[src/rtl/apb_master_arbiter.sv]
// Round-robin arbiter that shares one APB3 master port among NREQ requesters,
// sequencing SETUP/ACCESS, decoding PSEL from PADDR[27:24] and bounding PREADY waits.
module apb_master_arbiter #(
  parameter int NREQ    = 4,
  parameter int TIMEOUT = 256
) (
  input  logic                 PCLK,
  input  logic                 PRESET,
  input  logic [NREQ-1:0]      REQ,
  input  logic [NREQ-1:0]      REQ_WRITE,
  input  logic [32*NREQ-1:0]   REQ_ADDR,
  input  logic [32*NREQ-1:0]   REQ_WDATA,
  output logic [NREQ-1:0]      DONE,
  output logic [31:0]          RDATA,
  output logic                 RESP_ERR,
  output logic [2:0]           GRANT_ID,
  output logic                 BUSY,
  output logic [31:0]          PADDR,
  output logic [15:0]          PSEL,
  output logic                 PENABLE,
  output logic                 PWRITE,
  output logic [31:0]          PWDATA,
  input  logic [31:0]          PRDATA,
  input  logic                 PREADY,
  input  logic                 PSLVERR
);

  localparam int TW    = $clog2(TIMEOUT + 2);
  localparam bit TO_EN = (TIMEOUT != 0);

  typedef enum logic [1:0] {IDLE, SETUP, ACCESS} state_t;

  state_t            state, state_d;
  logic [2:0]        ptr;
  logic [TW-1:0]     tcnt;
  logic [NREQ-1:0]   eligible;
  logic              found;
  logic [2:0]        gidx;
  logic [31:0]       gaddr, gwdata;
  logic              gwrite;
  logic [NREQ-1:0]   done_vec;
  logic [2:0]        ptr_next;
  logic              complete, timed_out;

  // Round-robin pick: lowest eligible index at/after ptr, else lowest overall (wrap).
  always_comb begin
    eligible = REQ & ~DONE;
    found    = 1'b0;
    gidx     = '0;
    for (int i = NREQ - 1; i >= 0; i--) begin
      if (eligible[i]) begin
        found = 1'b1;
        gidx  = 3'(i);
      end
    end
    for (int i = NREQ - 1; i >= 0; i--) begin
      if (eligible[i] && (3'(i) >= ptr)) gidx = 3'(i);
    end
    gaddr  = '0;
    gwdata = '0;
    gwrite = 1'b0;
    for (int i = 0; i < NREQ; i++) begin
      if (3'(i) == gidx) begin
        gaddr  = REQ_ADDR[32*i +: 32];
        gwdata = REQ_WDATA[32*i +: 32];
        gwrite = REQ_WRITE[i];
      end
    end
  end

  always_comb begin
    for (int i = 0; i < NREQ; i++) done_vec[i] = (3'(i) == GRANT_ID);
    ptr_next = (GRANT_ID == 3'(NREQ - 1)) ? 3'd0 : GRANT_ID + 3'd1;
  end

  always_comb begin
    state_d   = state;
    complete  = 1'b0;
    timed_out = 1'b0;
    case (state)
      IDLE:   if (found) state_d = SETUP;
      SETUP:  state_d = ACCESS;
      ACCESS: begin
        if (PREADY) begin
          complete = 1'b1;
        end else if (TO_EN && (tcnt == TW'(TIMEOUT))) begin
          complete  = 1'b1;
          timed_out = 1'b1;
        end
        if (complete) state_d = IDLE;
      end
      default: state_d = IDLE;
    endcase
  end

  always_ff @(posedge PCLK) begin
    if (PRESET) state <= IDLE;
    else        state <= state_d;
  end

  // Every output is registered; reset clears them all, including mid-transfer.
  always_ff @(posedge PCLK) begin
    if (PRESET) begin
      ptr      <= '0;
      tcnt     <= '0;
      DONE     <= '0;
      RDATA    <= '0;
      RESP_ERR <= 1'b0;
      GRANT_ID <= '0;
      BUSY     <= 1'b0;
      PADDR    <= '0;
      PSEL     <= '0;
      PENABLE  <= 1'b0;
      PWRITE   <= 1'b0;
      PWDATA   <= '0;
    end else begin
      DONE <= '0;
      case (state)
        IDLE: begin
          if (found) begin
            PADDR    <= gaddr;
            PWDATA   <= gwdata;
            PWRITE   <= gwrite;
            GRANT_ID <= gidx;
            PSEL     <= 16'h0001 << gaddr[27:24];
            BUSY     <= 1'b1;
          end
        end
        SETUP: begin
          PENABLE <= 1'b1;
          tcnt    <= '0;
        end
        ACCESS: begin
          if (complete) begin
            PSEL     <= '0;
            PENABLE  <= 1'b0;
            BUSY     <= 1'b0;
            DONE     <= done_vec;
            RDATA    <= (timed_out || PWRITE) ? 32'd0 : PRDATA;
            RESP_ERR <= timed_out | PSLVERR;
            ptr      <= ptr_next;
          end else begin
            tcnt <= tcnt + TW'(1);
          end
        end
        default: ;
      endcase
    end
  end

endmodule

[config.mk]
export PLATFORM = sky130hd
export DESIGN_NAME = apb_master_arbiter
export DESIGN_NICKNAME = d
export VERILOG_FILES = /design/src/rtl/apb_master_arbiter.sv
export SDC_FILE = /design/constraint.sdc
export NUM_CORES = 1
export LEC_CHECK = 0
export CORE_AREA = 10 10 158 160
export CTS_BUF_LIST = sky130_fd_sc_hd__clkbuf_16
export DETAILED_ROUTE_END_ITERATION = 12
export DIE_AREA = 0 0 168 170
export PLACE_DENSITY = 0.71
export SYNTH_ARGS = -nofsm -noshare
export SYNTH_HDL_FRONTEND = slang
export SYNTH_SLANG_ARGS = --single-unit
[constraint.sdc]
create_clock -name PCLK -period 4 [get_ports PCLK]
set_input_delay 0.6 -clock PCLK [delete_from_list [all_inputs] [get_ports PCLK]]
set_output_delay 0.6 -clock PCLK [all_outputs]
set_load 0.03 [all_outputs]
After elaboration in Yosys (flattened, before gate mapping). Cells that the tools add are included.

$add $sub $neg: 2. Multiply operators: 0. Div/mod/pow operators: 0. Order comparisons: 4. Eq/ne operators: 14. Shifts and indexed selects: 1. Multiplexer cells: 44. Bitwise operators: 5. Reductions and logical operators: 17.

Operators by type and width (number): two-way mux 32 bit (9); two-way mux 16 bit (2); one-hot mux 16 bit (2 select lines) (1); two-way mux 3 bit (8); one-hot mux 9 bit (2 select lines) (1); two-way mux 1 bit (16); left shift 1 x 4 -> 16 bit, first input constant (1); == test 2 x 3 -> 1 bit, first input constant (4); AND reduction 2 bit (5); adder 9 x 1 -> 9 bit, second input constant (1); == test 9 bit, second input constant (1); two-way mux 9 bit (1); != test 2 bit, second input constant (4); == test 1 x 3 -> 1 bit, first input constant (2); greater-or-equal comparator 1 x 3 -> 1 bit, first input constant (2); greater-or-equal comparator 2 x 3 -> 1 bit, first input constant (2); zero test 3 bit (2); two-way mux 2 bit (3); one-hot mux 2 bit (3 select lines) (1); AND 4 bit (1); logical AND 1 bit (4); inverter 4 bit (1); one-hot mux 1 bit (2 select lines) (2); nonzero test 2 bit (2); 10 further kinds (11).

Bits in registers: 137. Bits in latches: 0. Bits in writable memories: 0. Memory bits (read-only): 0. Input bits: 300. Output and inout bits: 123. Logic and storage cells: 100. Memories kept: 0.

Logic depth before layout (Yosys ltp).
Depth after elaboration: 18. Mapped depth: 9. Mapped depth without buffers: 7.

Worst setup path before layout. OpenSTA, ideal clock, no wires.

Path kind: input-to-reg. Start point: in REQ[0]. End point: reg PADDR[24]. Library setup time: 0.117 ns. Arrival time: 2.245 ns. Required time: 3.883 ns. Slack: 1.638 ns. Stages on the path: 7. Path buffers: 2. Cells stage by stage: and3b_1 -> o22a_1 -> nor2_2 -> buf_6 -> buf_6 -> mux4_2 -> a22o_1.

Word-level cells in the longest chain between the ends: 11. Elaborated cells on any way between the ends: 17. Classes of those cells: 3 x eq/ne; 10 x mux; 1 x bitwise; 3 x reduce/logical.

Ends and longest elaborated chain: from (decl) (RTL line 9) `input logic [NREQ-1:0] REQ,`; AND 4 bit (*) (RTL line 47) `eligible = REQ & ~DONE;`; two-way mux 3 bit (RTL line 51) `if (eligible[i]) begin`; two-way mux 3 bit (4 in series) (RTL line 57) `if (eligible[i] && (3'(i) >= ptr)) gidx = 3'(i);`; zero test 3 bit (RTL line 63) `if (3'(i) == gidx) begin`; two-way mux 32 bit (4 in series) (RTL line 63); to (signal assigned) (RTL line 121) `PADDR <= gaddr;`; to (decl) (RTL line 18) `output logic [31:0] PADDR,`.

Mark *: on every way between the ends. The rest lies on a longest branch, timed or not. A chain may end at the register's enable or synchronous reset.

Final worst setup path.
Start point: in REQ[0]. End point: reg PSEL[15].

Word-level cells in the longest chain between the ends: 14. Elaborated cells on any way between the ends: 21. Classes of those cells: 4 x eq/ne; 1 x shift; 12 x mux; 1 x bitwise; 3 x reduce/logical.

Ends and longest elaborated chain: AND 4 bit (*) (RTL line 47); two-way mux 3 bit (RTL line 51); two-way mux 3 bit (4 in series) (RTL line 57); zero test 3 bit (RTL line 63); two-way mux 32 bit (4 in series) (RTL line 63); left shift 1 x 4 -> 16 bit (RTL line 125) `PSEL <= 16'h0001 << gaddr[27:24];`; two-way mux 16 bit (RTL line 120) `if (found) begin`; one-hot mux 16 bit (2 select lines) (RTL line 118) `case (state)`; to (signal assigned) (RTL line 125); to (decl) (RTL line 19) `output logic [15:0] PSEL,`.

Mark *: on every way between the ends. The rest lies on a longest branch, timed or not. The select of a mux whose other input is x is not followed.

==> metrics.yaml <==
outcome:
  outcome: "completed"
critical_path:
  start_kind: "input port"
  r2r_slack_ns: 1.50
  reg2reg_depth: 5
  worstPathArrival_ns: 3.04
  worstPathMaxFanout: 7
  crit_chain: "clkdlybuf4s50_1, nand2b_1, o21a_1, o21ai_1, mux4_2, o41ai_1"
  cpPeakStageDelay_ns: 0.65
  cpMaxStageDelayCell: "mux4_2"
  crit_required_ns: 4.32
  r2r_end: "PSEL[15]"
  rr_startpoint: "DONE[3]"
  crit_type: "input port to flip-flop"
  cp-end-kind: "flip-flop"
place:
  portBuffers: 421
  globalplace.congestion: 0.865
  dp_hpwl_mm: 24.9
  post_dp_cell_area_mm2: 0.0114
routing:
  wl_per_cell_um: 24.2
  vias: 6925
  vias_per_cell: 5.23
  dr.pass1.iters: 5
  antenna_left: 0
  drc: 0
  drt_iter0_markers: 496
  wl_mm: 32.1
logic_synthesis:
  synthArstFlopShare: 0
  synth_area_leaders: "dfxtp_1 39%, mux4_2 22%, a22o_1 8.2%, nor2b_1 6.1%, a22oi_1 3.5%"
  synth_area_mm2: 0.00694
  ys_top_cells_by_count: "135 x dfxtp_1, 69 x mux4_2, 68 x nor2b_1, 65 x a22o_1, 48 x nor2_1"
  synth_top_area_share: 0.389
  avgSynthCellArea_um2: 11.0
  synthFlopType: "dfxtp_1"
  synth_area_leader_cell: "dfxtp_1"
  syn-num-nets: 936
  synth-edff-count: 0
  yosys_warnings: 0
  ys_types: 47
  synthCells: 630
  synth_most_common_cell: "dfxtp_1"
  ys_ff_latch: 135
  ys_seq_area_frac: 0.389
final_layout:
  fillers: 1883
  fin_area_mm2: 0.0120
  multi_input_area_mm2: 0.00399
  syn_to_final_growth_pct: 73.1
  drive_gt1_frac: 0.119
  fin_util: 0.554
  finalNetCount: 1333
  seqCellArea_mm2: 0.00270
clocking:
  root_buffer: "clkbuf_16"
  clkTransAtPathRegs_ns: 0.07
  h-tree-depth: 4
  clockBufferDepth: 2
  numCtsBuffers: 17
  clk_latency_ns: 0.43
  cts_tree: "yes"
  post_cts_resized: 0
  cts_num_sinks: 135
  ctsHoldBuffers: 0
  post_cts_buffers: 0
sta:
  finalClockSkew_ns: 0.0132
  finalSetupTns_ns: 0
  min_period_over_period: 0.679
  max_freq_mhz: 368
  rsz0062_at_grt: "no"
  finalSetupViolations: 0
  period_minus_slack_ns: 2.72
  relSlewSlack: 0.405
  tightestPinTransition_ns: 0.886
  drv_slew: 0
  finalHoldViolCount: 0
worst_hold_path:
  min_path_cells: 2
  whs_endpoint: "PSEL[10]"
  holdCritPathClass: "flip-flop to flip-flop"
  min_from: "PSEL[10]"
die:
  die_h_um: 170
  core_area_mm2: 0.0217
  start_util: 0.320
  die_area_mm2: 0.0286
  num_rows: 54
  pin_count: 423
  die_w_um: 168
global_route:
  antenna_found_initial: 5
  use_met1: 0.235
  grt-busiest-layer: "met2"
  grt.met3_usage: 0.0848
  grt_max_degree: 69
  grtUsageMet2: 0.369
  gr-total-overflow: 0
  grt_pass1_wl_mm: 47.0
  grt_pass1_vias: 7294
  grtUsageTotal: 0.213
power_and_ir_drop:
  sw_frac_of_total: 0.303
  finalPower_mw: 4.55
  p_comb_frac: 0.297
  power_switching_mw: 1.38
  leakagePower_nw: 4.33
  pwr-share-clk: 0.370
  power_density_mw_per_mm2: 379
  pwr-share-seq: 0.333
  internal_power_mw: 3.17
  peakVddDrop_mv: 0.245
run:
  cap_viol_max_count: 0
[stage by stage]
step                hold WS [ns]  setup slack (ns)  instances
floorplan                  0.470              1.64        630
global placement           0.435             0.932       1288
detailed placement         0.446             0.859       1288
CTS                        0.468              1.32       1320
global route               0.480              1.12       1324
finish                     0.467              1.28       1324
[logic make-up after synthesis]
logic type | Yosys count | share of synthesized area
compound gates | 154 | 0.179
xor+xnor | 2 | 0.00252
fa+ha+maj | 6 | 0.0108
buf+inv | 64 | 0.0395
flops | 135 | 0.389
mux | 72 | 0.228
other cells | 1 | 0.000540
simple gates | 196 | 0.150
[state kept, by name, summed over array words and instances, names as in the netlist]
signal and count:
DONE 4, GRANT_ID 2, state 2, RDATA 32, PENABLE 1, tcnt 9
ptr 2, BUSY 1, PADDR 32, PWRITE 1, PSEL 16, RESP_ERR 1
PWDATA 32
[power by group through the flow]
stage                     Combinational, mW  Clock (mW)  Sequential, mW
final                                  1.35        1.69            1.52
after global routing                   1.42        1.78            1.53
after CTS                              1.36        1.73            1.51
after detailed placement               1.35           0            1.54
after global placement                 1.34           0            1.54
after floorplan                       0.492           0            1.74
[worst max-delay path, delay by kind of cell]
kind / cells / cell delay, ns
buffers and inverters: 1 / 0.49
AOI/OAI and AO/OA: 3 / 1.22
muxes: 1 / 0.65
and+or+nand+nor: 1 / 0.08
[how the worst max path moves through the flow]
stage           start         to  slack (ns)
2_1_floorplan  REQ[0]  PADDR[24]        1.64
3_3_place_gp   REQ[0]  PADDR[17]        0.93
3_5_place_dp   REQ[0]    PSEL[2]        0.86
4_1_cts        REQ[0]   PSEL[15]        1.32
5_1_grt        REQ[0]    PSEL[6]        1.12
6_report       REQ[0]   PSEL[15]        1.28
[metal layers]
layer  vias to the layer above  wire length, um  part of all wire
met1                      3374            12200              0.38
met5                         -               13           0.00041
met2                       309            16200              0.51
met3                        30             2980             0.093
met4                         2              644             0.020
li1                       3210                -                 -
[cell type report]
cell class / instances / share of cell area
antenna: 4 / 0.000833
clock buffer: 17 / 0.0354
clock inverter: 15 / 0.0159
inverter: 10 / 0.00312
multi-input combinational: 431 / 0.331
sequential: 135 / 0.225
tap: 280 / 0.0291
timing repair buffer: 432 / 0.359
[layout by cell type, fill, tap and decap left out, types with 15 or more instances in the layout]
| master | n |
|---|---|
| clkdlybuf4s50_1 | 420 |
| nor2_1 | 47 |
| nand2b_1 | 15 |
| dfxtp_1 | 135 |
| a22o_1 | 65 |
| nand2_1 | 32 |
| a22oi_1 | 32 |
| nor2b_1 | 68 |
| clkbuf_16 | 17 |
| mux4_2 | 69 |
| a21oi_1 | 15 |
| o41ai_1 | 16 |
(Power assumes the default switching activity.)
==> RTL change: new RTL, same settings <==
The 3 states of `state_t` get a one-hot encoding in 3 bits.
--- a/src/rtl/apb_master_arbiter.sv
+++ b/src/rtl/apb_master_arbiter.sv
@@ -28,7 +28,7 @@
   localparam int TW    = $clog2(TIMEOUT + 2);
   localparam bit TO_EN = (TIMEOUT != 0);
 
-  typedef enum logic [1:0] {IDLE, SETUP, ACCESS} state_t;
+  typedef enum logic [2:0] {IDLE = 3'b001, SETUP = 3'b010, ACCESS = 3'b100} state_t;
 
   state_t            state, state_d;
   logic [2:0]        ptr;
Function: no difference found for any inputs over 4 cycles, from zero or initial values and one cycle with PRESET high; so few cycles prove little.
==> RTL change against the original RTL <==
- combinational power increased by 3%
- utilization up 0.32 points
- cell area is 0.57% higher
- clock skew down 5.2 ps
- fmax down 3.3%
- synthesized area increased by 2.2%
- highest routed layer is now met4
- sequential cell count grew 1
- routed wire length rose by 4.2%
- worst setup slack worse by 92 ps
- critical path type unchanged
- total power is 0.90% higher
==> RTL change: results <==
[outcome]
status = "finished, final reports clean"

[grt]
track_usage = 0.223
grt_pass1_vias = 8288
grt_antenna_before_repair = 0
grt_pass1_wl_um = 50300
grt_max_degree = 74

[worst_setup_path]
r2r_start = "DONE[1]$_SDFF_PP0_"
cp.arrival_ps = 3180
worst_path_max_delay_cell = "inv_2"
rr_worst_depth = 7
crit_end = "PWDATA[20]$_SDFFE_PP0P_"
reg2reg_slack_ps = 1460
crit_path_max_fanout = 53
cpLargestDelayFamily = "buffers and inverters"
startpoint = "REQ[0]"
worst_path_largest_cell_delay_ps = 830
rr_endpoint = "PWDATA[20]$_SDFFE_PP0P_"

[place]
dpl_cell_area_mm2 = 0.0115
gp_congestion = 0.863
portBuffers = 421
placed_cells = 1595
pre_cts_slack_ps = 753
hpwlAfterDp_um = 24900

[clock_network]
cts_buffers = 17
cts_buffer_depth = 2
htree_levels = 4
post_cts_resized = 0

[cells_and_area]
drive_gt1_frac = 0.0950
nFillCells = 2017

[power]
p_leak_uw = 0.00496
peakVddDrop_uv = 294
p_int_uw = 3140
power_frac_clock = 0.362

[routing]
drt-wirelength-per-cell_um = 20.6
drt-total-wl_um = 33500
drt_iter0_markers = 713
dr_total_vias = 8473

[min_path]
hold_path_class = "reg2reg"
min-delay-start = "PENABLE$_SDFFE_PP0P_"
min_to = "PENABLE$_SDFFE_PP0P_"
holdPathStages = 2

[logic_synthesis]
ys_seq_area_frac = 0.384
avgSynthCellArea_um2 = 7.41
synthAdderAreaFrac = 0.0106
synth_compound_area_frac = 0.185
synth_mux_area_frac = 0.00582
syn-num-nets = 1263
synth-xor-area-share = 0.00741
synth.distinct_cells = 54
yosys-top-cells-area = "dfxtp_1 (38%), nand2_1 (14%), nand3_1 (9.2%)"
synth_commonest_cells = "nand2_1 (267), dfxtp_1 (136), nand3_1 (130)"

[timing]
timing.hold.ws_ps = 463
slew_headroom = 0.263
finalWorstSetupSlack_ps = 1190
clock_skew_ps = 8.02
[RTL change: power groups by stage]
stage	clock, µW	sequential, µW	combinational (µW)
finish	1660	1540	1390
global placement	0	1570	1390
global route	1760	1560	1480
CTS	1700	1540	1400
floorplan	0	1800	454
detailed placement	0	1570	1390
[RTL change: metal layers]
metal | GRT usage | up-vias | share of wire
met5 | 0 | - | 0
li1 | - | 4108 | -
met4 | 0.0575 | 0 | 0.016
met3 | 0.0744 | 29 | 0.089
met2 | 0.382 | 390 | 0.50
met1 | 0.261 | 3946 | 0.40
[RTL change: final cells by class]
| cell class | count | area, µm² | area share |
|---|---|---|---|
| flip-flops and latches | 136 | 2720 | 0.225 |
| clock buffers | 17 | 425 | 0.0352 |
| multi-input cells | 724 | 3990 | 0.330 |
| well taps | 280 | 350 | 0.0290 |
| diodes | 1 | 2.50 | 0.000207 |
| inverters | 18 | 67.6 | 0.00559 |
| clock inverters | 15 | 185 | 0.0153 |
| repair buffers | 437 | 4350 | 0.360 |
